[config.mk]
export PLATFORM = sky130hd
export DESIGN_NAME = common_fifo_1w2r_flat
export DESIGN_NICKNAME = d
export VERILOG_FILES = /design/src/rtl/common_fifo_1w2r_if.sv /design/src/rtl/common_fifo_1w2r.sv /design/src/flat_wrapper.sv
export SDC_FILE = /design/constraint.sdc
export NUM_CORES = 1
export LEC_CHECK = 0
export CAP_MARGIN = 30
export CORE_MARGIN = 8
export CORE_UTILIZATION = 60
export CTS_CLUSTER_SIZE = 24
export DETAILED_ROUTE_END_ITERATION = 10
export PLACE_DENSITY_LB_ADDON = 0.3
export SYNTH_ARGS = -nofsm -noshare
export SYNTH_HDL_FRONTEND = slang
export SYNTH_SLANG_ARGS = --single-unit
[constraint.sdc]
create_clock -name clk -period 14.84 [get_ports clk]
set_input_delay 1.484 -clock clk [delete_from_list [all_inputs] [get_ports clk]]
set_output_delay 1.484 -clock clk [all_outputs]
set_load 0.005 [all_outputs]
[src/rtl/common_fifo_1w2r_if.sv]
// Handshake bundle for common_fifo_1w2r.
//   flush      : synchronous clear of pointers and count
//   push_*     : single-entry producer port (valid/ready/data)
//   pop_req    : entries retired this cycle (0..2, 3 acts as 2)
//   pop0_*     : head entry window
//   pop1_*     : entry behind the head
//   count      : current occupancy, 0..DEPTH
// master = producer/consumer side, slave = the FIFO.
interface common_fifo_1w2r_if #(
  parameter int FIFO_DATA_WIDTH = 32,
  parameter int FIFO_ADDR_WIDTH = 3
);
  logic                       flush;
  logic                       push_valid;
  logic                       push_ready;
  logic [FIFO_DATA_WIDTH-1:0] push_data;
  logic [1:0]                 pop_req;
  logic                       pop0_valid;
  logic [FIFO_DATA_WIDTH-1:0] pop0_data;
  logic                       pop1_valid;
  logic [FIFO_DATA_WIDTH-1:0] pop1_data;
  logic [FIFO_ADDR_WIDTH:0]   count;

  modport master (
    output flush, push_valid, push_data, pop_req,
    input  push_ready, pop0_valid, pop0_data, pop1_valid, pop1_data, count
  );

  modport slave (
    input  flush, push_valid, push_data, pop_req,
    output push_ready, pop0_valid, pop0_data, pop1_valid, pop1_data, count
  );
endinterface

[src/rtl/common_fifo_1w2r.sv]
// common_fifo_1w2r: synchronous FIFO, one push port, two-entry pop window.
// DFF storage with one write port (wptr) and two combinational read ports:
// B at rptr (head) and C at rptr+1 (second entry). Up to two entries may be
// retired per cycle through pop_req.
// Ports:
//   clk   : clock, rising edge
//   reset : asynchronous, active-high
//   bus   : common_fifo_1w2r_if.slave (flush, push, pop window, count)
// Optional feature: define COMMON_FIFO_1W2R_BYPASS_EN to let a push into an
// empty FIFO appear on pop0 in the same cycle.
module common_fifo_1w2r #(
  parameter int FIFO_DATA_WIDTH = 32,
  parameter int FIFO_ADDR_WIDTH = 3
) (
  input  logic                clk,
  input  logic                reset,
  common_fifo_1w2r_if.slave   bus
);
  localparam int DW    = FIFO_DATA_WIDTH;
  localparam int AW    = FIFO_ADDR_WIDTH;
  localparam int DEPTH = 1 << AW;
  localparam logic [AW:0] DEPTH_C = (AW+1)'(DEPTH);

  logic [DEPTH-1:0][DW-1:0] mem;
  logic [AW-1:0]            wptr, rptr, rptr_p1;
  logic [AW:0]              count;
  logic                     push_acc, v0, v1;
  logic [1:0]               req_sat, nvalid, pop_eff;

  assign rptr_p1 = rptr + 1'b1;
  assign v1      = (count >= (AW+1)'(2));

  // Ready looks at registered occupancy only; a same-cycle pop never
  // frees a slot for a push.
  assign bus.push_ready = (count != DEPTH_C);
  assign push_acc       = bus.push_valid & bus.push_ready & ~bus.flush;

`ifdef COMMON_FIFO_1W2R_BYPASS_EN
  logic byp;
  // Empty FIFO: forward the incoming entry straight to the head window.
  // If it is popped, wptr and rptr both advance and count stays 0.
  assign byp           = (count == '0) & bus.push_valid & ~bus.flush;
  assign v0            = (count != '0) | byp;
  assign bus.pop0_data = byp ? bus.push_data : mem[rptr];
`else
  assign v0            = (count != '0);
  assign bus.pop0_data = mem[rptr];
`endif

  assign bus.pop0_valid = v0;
  assign bus.pop1_valid = v1;
  assign bus.pop1_data  = mem[rptr_p1];
  assign bus.count      = count;

  // Clamp the request to what is actually visible; excess is dropped.
  assign req_sat = (bus.pop_req == 2'd3) ? 2'd2 : bus.pop_req;
  assign nvalid  = {1'b0, v0} + {1'b0, v1};
  assign pop_eff = (req_sat < nvalid) ? req_sat : nvalid;

  always_ff @(posedge clk or posedge reset) begin
    if (reset) begin
      mem   <= '0;
      wptr  <= '0;
      rptr  <= '0;
      count <= '0;
    end else if (bus.flush) begin
      wptr  <= '0;
      rptr  <= '0;
      count <= '0;
    end else begin
      if (push_acc) mem[wptr] <= bus.push_data;
      wptr  <= wptr + AW'(push_acc);
      rptr  <= rptr + AW'(pop_eff);
      count <= count + (AW+1)'(push_acc) - (AW+1)'(pop_eff);
    end
  end
endmodule

[src/flat_wrapper.sv]
// flat-port wrapper written by rule: the top's interface ports become plain ports
module common_fifo_1w2r_flat 
#(
  parameter int FIFO_DATA_WIDTH = 32,
  parameter int FIFO_ADDR_WIDTH = 3
)
  (clk, reset, bus_flush, bus_push_valid, bus_push_data, bus_pop_req, bus_push_ready, bus_pop0_valid, bus_pop0_data, bus_pop1_valid, bus_pop1_data, bus_count);
  common_fifo_1w2r_if #(.FIFO_DATA_WIDTH(FIFO_DATA_WIDTH), .FIFO_ADDR_WIDTH(FIFO_ADDR_WIDTH)) bus_i ();
  input  logic clk;
  input  logic reset;
  input wire logic [$bits(bus_i.flush)-1:0] bus_flush;
  input wire logic [$bits(bus_i.push_valid)-1:0] bus_push_valid;
  input wire logic [$bits(bus_i.push_data)-1:0] bus_push_data;
  input wire logic [$bits(bus_i.pop_req)-1:0] bus_pop_req;
  output wire logic [$bits(bus_i.push_ready)-1:0] bus_push_ready;
  output wire logic [$bits(bus_i.pop0_valid)-1:0] bus_pop0_valid;
  output wire logic [$bits(bus_i.pop0_data)-1:0] bus_pop0_data;
  output wire logic [$bits(bus_i.pop1_valid)-1:0] bus_pop1_valid;
  output wire logic [$bits(bus_i.pop1_data)-1:0] bus_pop1_data;
  output wire logic [$bits(bus_i.count)-1:0] bus_count;
  assign bus_i.flush = bus_flush;
  assign bus_i.push_valid = bus_push_valid;
  assign bus_i.push_data = bus_push_data;
  assign bus_i.pop_req = bus_pop_req;
  assign bus_push_ready = bus_i.push_ready;
  assign bus_pop0_valid = bus_i.pop0_valid;
  assign bus_pop0_data = bus_i.pop0_data;
  assign bus_pop1_valid = bus_i.pop1_valid;
  assign bus_pop1_data = bus_i.pop1_data;
  assign bus_count = bus_i.count;
  common_fifo_1w2r #(.FIFO_DATA_WIDTH(FIFO_DATA_WIDTH), .FIFO_ADDR_WIDTH(FIFO_ADDR_WIDTH)) u_core (.clk(clk), .reset(reset), .bus(bus_i));
endmodule
==> summary.md, run 1 <==
| Metric | Value |
|---|---|
| Top Ports | between 100 and 150 |
| Row cnt | between 50 and 60 |
| PwrDens | 187.0 nW/um2 |
| Worst vdd ir | around 150 uV |
| Port Buffers | 108 |
| Topmost layer with routed signal wires | met5 |
| Die X | 169.1 um |
| Sequential power share | 31.9% |
| GPL Wtd Cong | 0.7944 |
| CP Data Required Time | 13.36 ns |
| HP Class | reg2reg |
| Post-synthesis compound-gate area fraction | 0.1512% |
| Clock latency on the worst-skew pair | 0.54 ns |
| CP max FO | 45 |
| Comb pwr share | 45.1% |
| Slew headroom | 40.01% |
| Initial core utilization | 60.46% |
| CP startpoint | u_core.rptr[0] |
| Final period util | 37.61% |
| Syn Nets | 893 |
| Area growth syn-to-layout | 16.98% |
| Fraction of the mapped netlist area in simple logic gates | 1.779% |
| CTS Buf Count | 28 |
| FF-to-FF End | u_core.bus.count[3] |
| Seq cells post-synth | about 270 |
| DR WL/cell | 25.70 um |
| Placed insts | 1,223 |
| Leakage power | 0.007145 uW |
| Vias per std cell | approximately 6.4 |
| NetSw | 923.7 uW |
| Critical Path AT | 4.10 ns |
| CTS root buffer | clkbuf_16 |
| Total die area | 28,590 um2 |
| Final setup violating endpoints | 0 |
| Clk pwr share | 23.0% |
| Reg2reg path depth | 15 |
| # nets final | between 900 and 1k |
| CP endpoint kind | output port |
| Count of final hold-check violations | 0 |
| Initial antenna violation count | 1 |
| CP Class | reg2out |
| Max Freq | 0.1792 GHz |
| Slew Limit Fails | 0 |
| Routed vias | 8,221 |
| Setup tns final | 0 ns |
| CTS Buffer Depth | 3 |
| YS warnings | 0 |
| Fill count | 1,481 |
| Ant diodes | 0 |
| Leading cell types in the layout, fill and taps excluded | mux2_2 (309), dfrtp_1 (263), mux4_2 (128) |
| Routed metal-1 wirelength | 12,650 um |
| H-Tree Depth | 1 |
| R2R Setup Slk | 11.68 ns |
| Met3 WL | 1747 um |
| First-pass GRT wire length | 53,210 um |
| Sequential area share after synthesis | 47.33% |
| Slew at the pin closest to its max-slew limit | 0.8998 ns |
| RSZ-0062 raised after global routing | false |
| Status | completed |
| Hold_buf cts | 0 |
| R2R Path Start | u_core.bus.count[2] |
| Mapped cell area | roughly 14,000 um2 |
| Clk sinks | 266 |
| Hpwl dp | roughly 21,000 um |
| Largest family of logic cells by synthesized area | multiplexers |
| Die H | 169.1 um |
| Final Total Pwr | 3077 uW |
| Core area | 23,260 um2 |
| Multiplexer share of the synthesized area | 46.20% |
| Mean Syn Cell Area | 16.76 um2 |
| Post-route DRC | 0 |
| Startpoint types | flip-flop |
| Overall routing resource usage | a little under a quarter |
| Xor and xnor fraction of the mapped netlist area | 0.2491% |
| Cells after Synth | between 800 and 900 |
| Worst setup path endpoint | bus_pop1_data[31] |
| WL met2 | roughly 17,000 um |
| CTS resizes | 0 |
| Most common cell after layout, fill and taps aside | mux2_2 |
| Pin count of the biggest net entering global routing | 128 |
| CTS clock-pin slew for the worst setup and hold paths | 0.06 ns |
| Routed wire length | 32,790 um |
| Yosys cell types | 33 |
| Fin cells | 1,276 |
| Post-Synth Adder-Cell Area | approximately 1.5% |
| Clock Skew | between 0.009 and 0.01 ns |
| Initial DRC count | 611 |
| Layout cells sized above 1 | 54.34% |
| CTS tree | done |
| Max_cap viols | 0 |
| Min Tclk post-route | 5.581 ns |
| Switching part of the total | between 30 and 40% |
| Setup Buffers After CTS | 0 |
| Pre-Repair DR Iteration Count | 4 |
| Internal | approximately 2200 uW |
| Total gr overflow | 0 |
| Vias in the first global route | 9,539 |
| Routed Antenna Nets | 0 |
layer usage:
layer  up-vias  track usage, %
met2       243           41.56
met5         -               0
li1       3462               -
met3        74           4.286
met1      4440           28.83
met4         2           9.388
power by group through the flow:
stage	logic (uW)	registers [uW]	clock network, uW
detailed placement	1390	991	0
finish	1390	981	709
global route	1490	999	752
floorplan	869	933	0
global placement	1350	968	0
CTS	1410	979	721
worst min-delay path by stage:
stage	startpoint	endpoint	slack, ns	cells after the start
finish	u_core.mem[113]	u_core.mem[113]	0.53	1
global route	u_core.mem[65]	u_core.mem[65]	0.54	1
CTS	u_core.mem[81]	u_core.mem[81]	0.52	1
detailed placement	u_core.mem[81]	u_core.mem[81]	0.51	1
global placement	u_core.mem[42]	u_core.mem[42]	0.49	1
floorplan	u_core.mem[42]	u_core.mem[42]	0.47	1
cells by family after synthesis:
kind of cell | count (synthesis)
mux | 449
flops | 266
xor+xnor | 4
compound gates | 3
buf+inv | 72
fa+ha+maj | 16
simple gates | 29
layout make-up:
type | instances | area [um2] | share of cell area, %
clock buffers | 44 | 862.1 | 5.240
well taps | 319 | 399.1 | 2.426
flip-flops and latches | 266 | 6665 | 40.51
clock inverters | 7 | 85.08 | 0.5172
multi-input cells | 501 | 7086 | 43.07
repair buffers | 130 | 1314 | 7.985
inverters | 9 | 41.29 | 0.2510
flip-flops by register name (all words and copies together) (netlist names):
register and count:
u_core.rptr 3, u_core.mem 256, u_core.wptr 3, u_core.bus.count 4
Yosys cell counts, drive strengths merged:
cell type  count  area share [%]
a21o           1           0.053
a21oi          1           0.036
buf           56             2.3
clkbuf         7            0.19
dfrtp        266              47
fa             2            0.28
ha            14             1.2
inv            9            0.24
mux2         321              26
mux4         128              20
nand2          1           0.027
nand2b         2           0.089
nand3          1           0.036
nand3b         1            0.14
nand4b         2            0.17
nor2           6            0.16
nor2b          8            0.36
nor3           1           0.071
nor3b          4            0.36
nor4           1           0.089
nor4b          2            0.28
o22a           1           0.062
xnor2          3            0.19
xor2           1           0.062
through the flow:
stage | hold slack (ns) | instance area [um2] | worst slack, ns | util [%]
after floorplan | 0.4711 | 14060 | 6.031 | -
after global placement | 0.4866 | 15410 | 9.656 | 66.23
after detailed placement | 0.5110 | 15450 | 9.558 | 66.42
after CTS | 0.5240 | 16400 | 8.977 | 70.49
after global routing | 0.5397 | 16450 | 9.047 | 70.72
final | 0.5259 | 16450 | 9.259 | 70.72
worst max-delay path: stages (launching register included):
cell	delay [ns]
dfrtp_4	0.79
buf_4	0.65
buf_4	0.43
buf_16	0.30
mux4_2	0.54
mux2_2	0.31
clkdlybuf4s50_1	0.46
Power figures use the tool's default switching activity.
==> run 2: changes to the inputs <==
CORE_UTILIZATION = 59   (was 60)
clock period = 5.6 ns   (was 14.84 ns; I/O delays follow)
==> run 2 against run 1 <==
  * Critical path depth did not move
  * Cell area rose by 0.77%
  * Hold slack got worse by 0.13 ns
  * Sequential share of layout area fell by 0.31 points
  * Die area rose by 1.5%
  * Register-to-register slack got worse by 9.1 ns
  * Non-clock buffer count rose by 1
  * Critical endpoint is now bus_pop1_data[10]
  * Largest power group unchanged
==> summary.md, run 2 (same netlist as run 1, synthesis figures left out) <==
| Metric | Value |
|---|---|
| Slew at the pin closest to its max-slew limit | 1.063 ns (+0.1634 ns) |
| Status | completed |
| Routed wire length | 33,060 um (+0.81%) |
| Port Buffers | 108 (unchanged) |
| Max Freq | roughly 0.24 GHz |
| Routed Antenna Nets | 0 (unchanged) |
| Setup Buffers After CTS | 0 (unchanged) |
| CP Class | reg2out |
| Pre-Repair DR Iteration Count | 4 (unchanged) |
| CTS Buffer Depth | 3 (unchanged) |
| Area of the multi-input gates | 7094 um2 (+0.12%) |
| Routed vias | 8,259 (+0.46%) |
| Max_cap viols | 0 (unchanged) |
| Vias per std cell | 6.447 (about the same) |
| CTS clock-pin slew for the worst setup and hold paths | 0.06 ns (about the same) |
| Initial DRC count | 668 (+9.3%) |
| Leading cell types in the layout, fill and taps excluded | mux2_2 (309), dfrtp_1 (263), mux4_2 (128) |
| Switching part of the total | 30.22% (+0.20 points) |
| R2R Path Start | u_core.bus.count[2] |
| GPL Wtd Cong | 0.7773 (-2.2%) |
| Final period util | 75.98% |
| CTS tree | done |
| Area growth syn-to-layout | 17.88% |
| Placed Area | 15,560 um2 (+0.74%) |
| H-Tree Depth | 1 (unchanged) |
| Top Ports | 109 (unchanged) |
| Hpwl dp | 20,530 um (about the same) |
| First-pass GRT wire length | 53,210 um (unchanged) |
| Total gr overflow | 0 (unchanged) |
| Count of final hold-check violations | 0 (unchanged) |
| Die H | 170.4 um (+0.76%) |
| Core area | 23,470 um2 (+0.90%) |
| Layout cells sized above 1 | 54.94% (+0.61 points) |
| Register area | 6665 um2 (unchanged) |
| Setup tns final | 0 ns (unchanged) |
| Hold_buf cts | 0 (unchanged) |
| Total die area | 29,030 um2 (+1.5%) |
| Startpoint types | flip-flop |
| CTS Buf Count | 29 (+3.6%) |
| Fill count | 1,445 (-2.4%) |
| Max FFs per register | 256 (unchanged) |
| Slew headroom | 28.89% (-11 points) |
| Initial core utilization | 59.91% (-0.54 points) |
| Design area | 16,580 um2 (+0.77%) |
| Leakage power | 0.007190 uW (+0.64%) |
| HP Class | in2async |
| CTS root buffer | clkbuf_16 |
| NetSw | 2522 uW (+170%) |
| PwrDens | 503.3 nW/um2 (+170%) |
| Final setup violating endpoints | 0 (unchanged) |
| Row cnt | 56 (unchanged) |
| CP startpoint | u_core.rptr[0] |
| Comb pwr share | 45.0% (about the same) |
| Overall routing resource usage | 23.51% (-0.19 points) |
| Vias in the first global route | 9,241 (-3.1%) |
| CTS resizes | 0 (unchanged) |
| Clock Skew | 0.01457 ns (+0.005064 ns) |
| CP Data Required Time | 5.04 ns (-8.32 ns) |
| Initial antenna violation count | 3 (+2) |
| R2R Setup Slk | 2.55 ns (-9.13 ns) |
| DR WL/cell | 25.81 um (+0.42%) |
| Post-route DRC | 0 (unchanged) |
| RSZ-0062 raised after global routing | false |
| Sequential power share | 31.1% (-0.8 points) |
| Most common cell after layout, fill and taps aside | mux2_2 |
| CP max FO | 35 (-22%) |
| Biggest register | u_core.mem |
| Biggest regs | u_core.mem: 256 flops, u_core.bus.count: 4 flops |
| Die X | 170.4 um (+0.76%) |
| Clock latency on the worst-skew pair | 0.55 ns (about the same) |
| Clk sinks | 266 (unchanged) |
| Pin count of the biggest net entering global routing | 131 (+2.3%) |
| Final core utilization | 70.63% (-0.095 points) |
| # nets final | 992 (+0.20%) |
| Slew Limit Fails | 0 (unchanged) |
| Clk pwr share | 23.9% (+0.9 points) |
| CP endpoint kind | output port |
| Internal | 5822 uW (+170%) |
| Worst vdd ir | 361.2 uV (+130%) |
| Critical Path AT | 3.69 ns (-0.41 ns) |
| Min Tclk post-route | approximately 4.3 ns |
run 2: changes by cell type in the layout (fill, tap and decap cells not counted), sizes merged:
| cell | previous run | this run |
|---|---|---|
| clkinv | 5 | 9 |
| inv | 9 | 10 |
| clkbuf | 44 | 38 |
| bufinv | 2 | 4 |
| buf | 22 | 23 |
| diode | 0 | 1 |
| clkinvlp | 0 | 2 |
run 2: worst paths after layout:
check | end | cells after the start
worst min-delay path | u_core.mem[173] | 2
max in group asynchronous | u_core.mem[167] | 3
min in group clk | u_core.mem[24] | 1
worst min register to register | u_core.mem[24] | 1
worst max register to register | u_core.bus.count[3] | 15
worst max-delay path | bus_pop1_data[10] | 6
run 2: layer usage:
layer  up-vias  track usage (%)  share of wire, %
met3        60            4.564               5.2
met4         4            6.522               2.4
met2       234            39.83                51
li1       3461                -                 -
met1      4500            30.66                41
met5         -                0             0.082
run 2: cell type report:
| type | count | area share [%] |
|---|---|---|
| Clock buffer | 38 | 4.943 |
| Tap cell | 319 | 2.408 |
| Clock inverter | 16 | 1.162 |
| Timing Repair Buffer | 131 | 8.249 |
| Multi-Input combinational cell | 501 | 42.79 |
| Antenna cell | 1 | 0.01509 |
| Sequential cell | 266 | 40.20 |
| Inverter | 9 | 0.2264 |
run 2: per-stage QoR:
stage,hold slack [ns],power [uW],instances,worst slack [ns]
2_1_floorplan,0.4711,4775,839,1.529
3_3_place_gp,0.4859,6179,1221,1.645
3_5_place_dp,0.5080,6407,1226,1.850
4_1_cts,0.3861,8439,1280,1.259
5_1_grt,0.4063,8780,1281,1.151
6_report,0.3946,8344,1281,1.345
run 2: worst max-delay path, stage by stage (launching register included):
cell	delay (ns)
dfrtp_4	0.70
ha_4	0.57
buf_16	0.31
buf_4	0.27
mux4_2	0.51
mux2_2	0.29
clkdlybuf4s50_1	0.46
run 2: power by group through the flow:
stage / clock [uW] / sequential, uW / combinational, uW
2_1_floorplan: 0 / 2470 / 2300
5_1_grt: 2100 / 2650 / 4030
6_report: 1990 / 2600 / 3760
3_5_place_dp: 0 / 2620 / 3780
4_1_cts: 2020 / 2590 / 3820
3_3_place_gp: 0 / 2560 / 3620
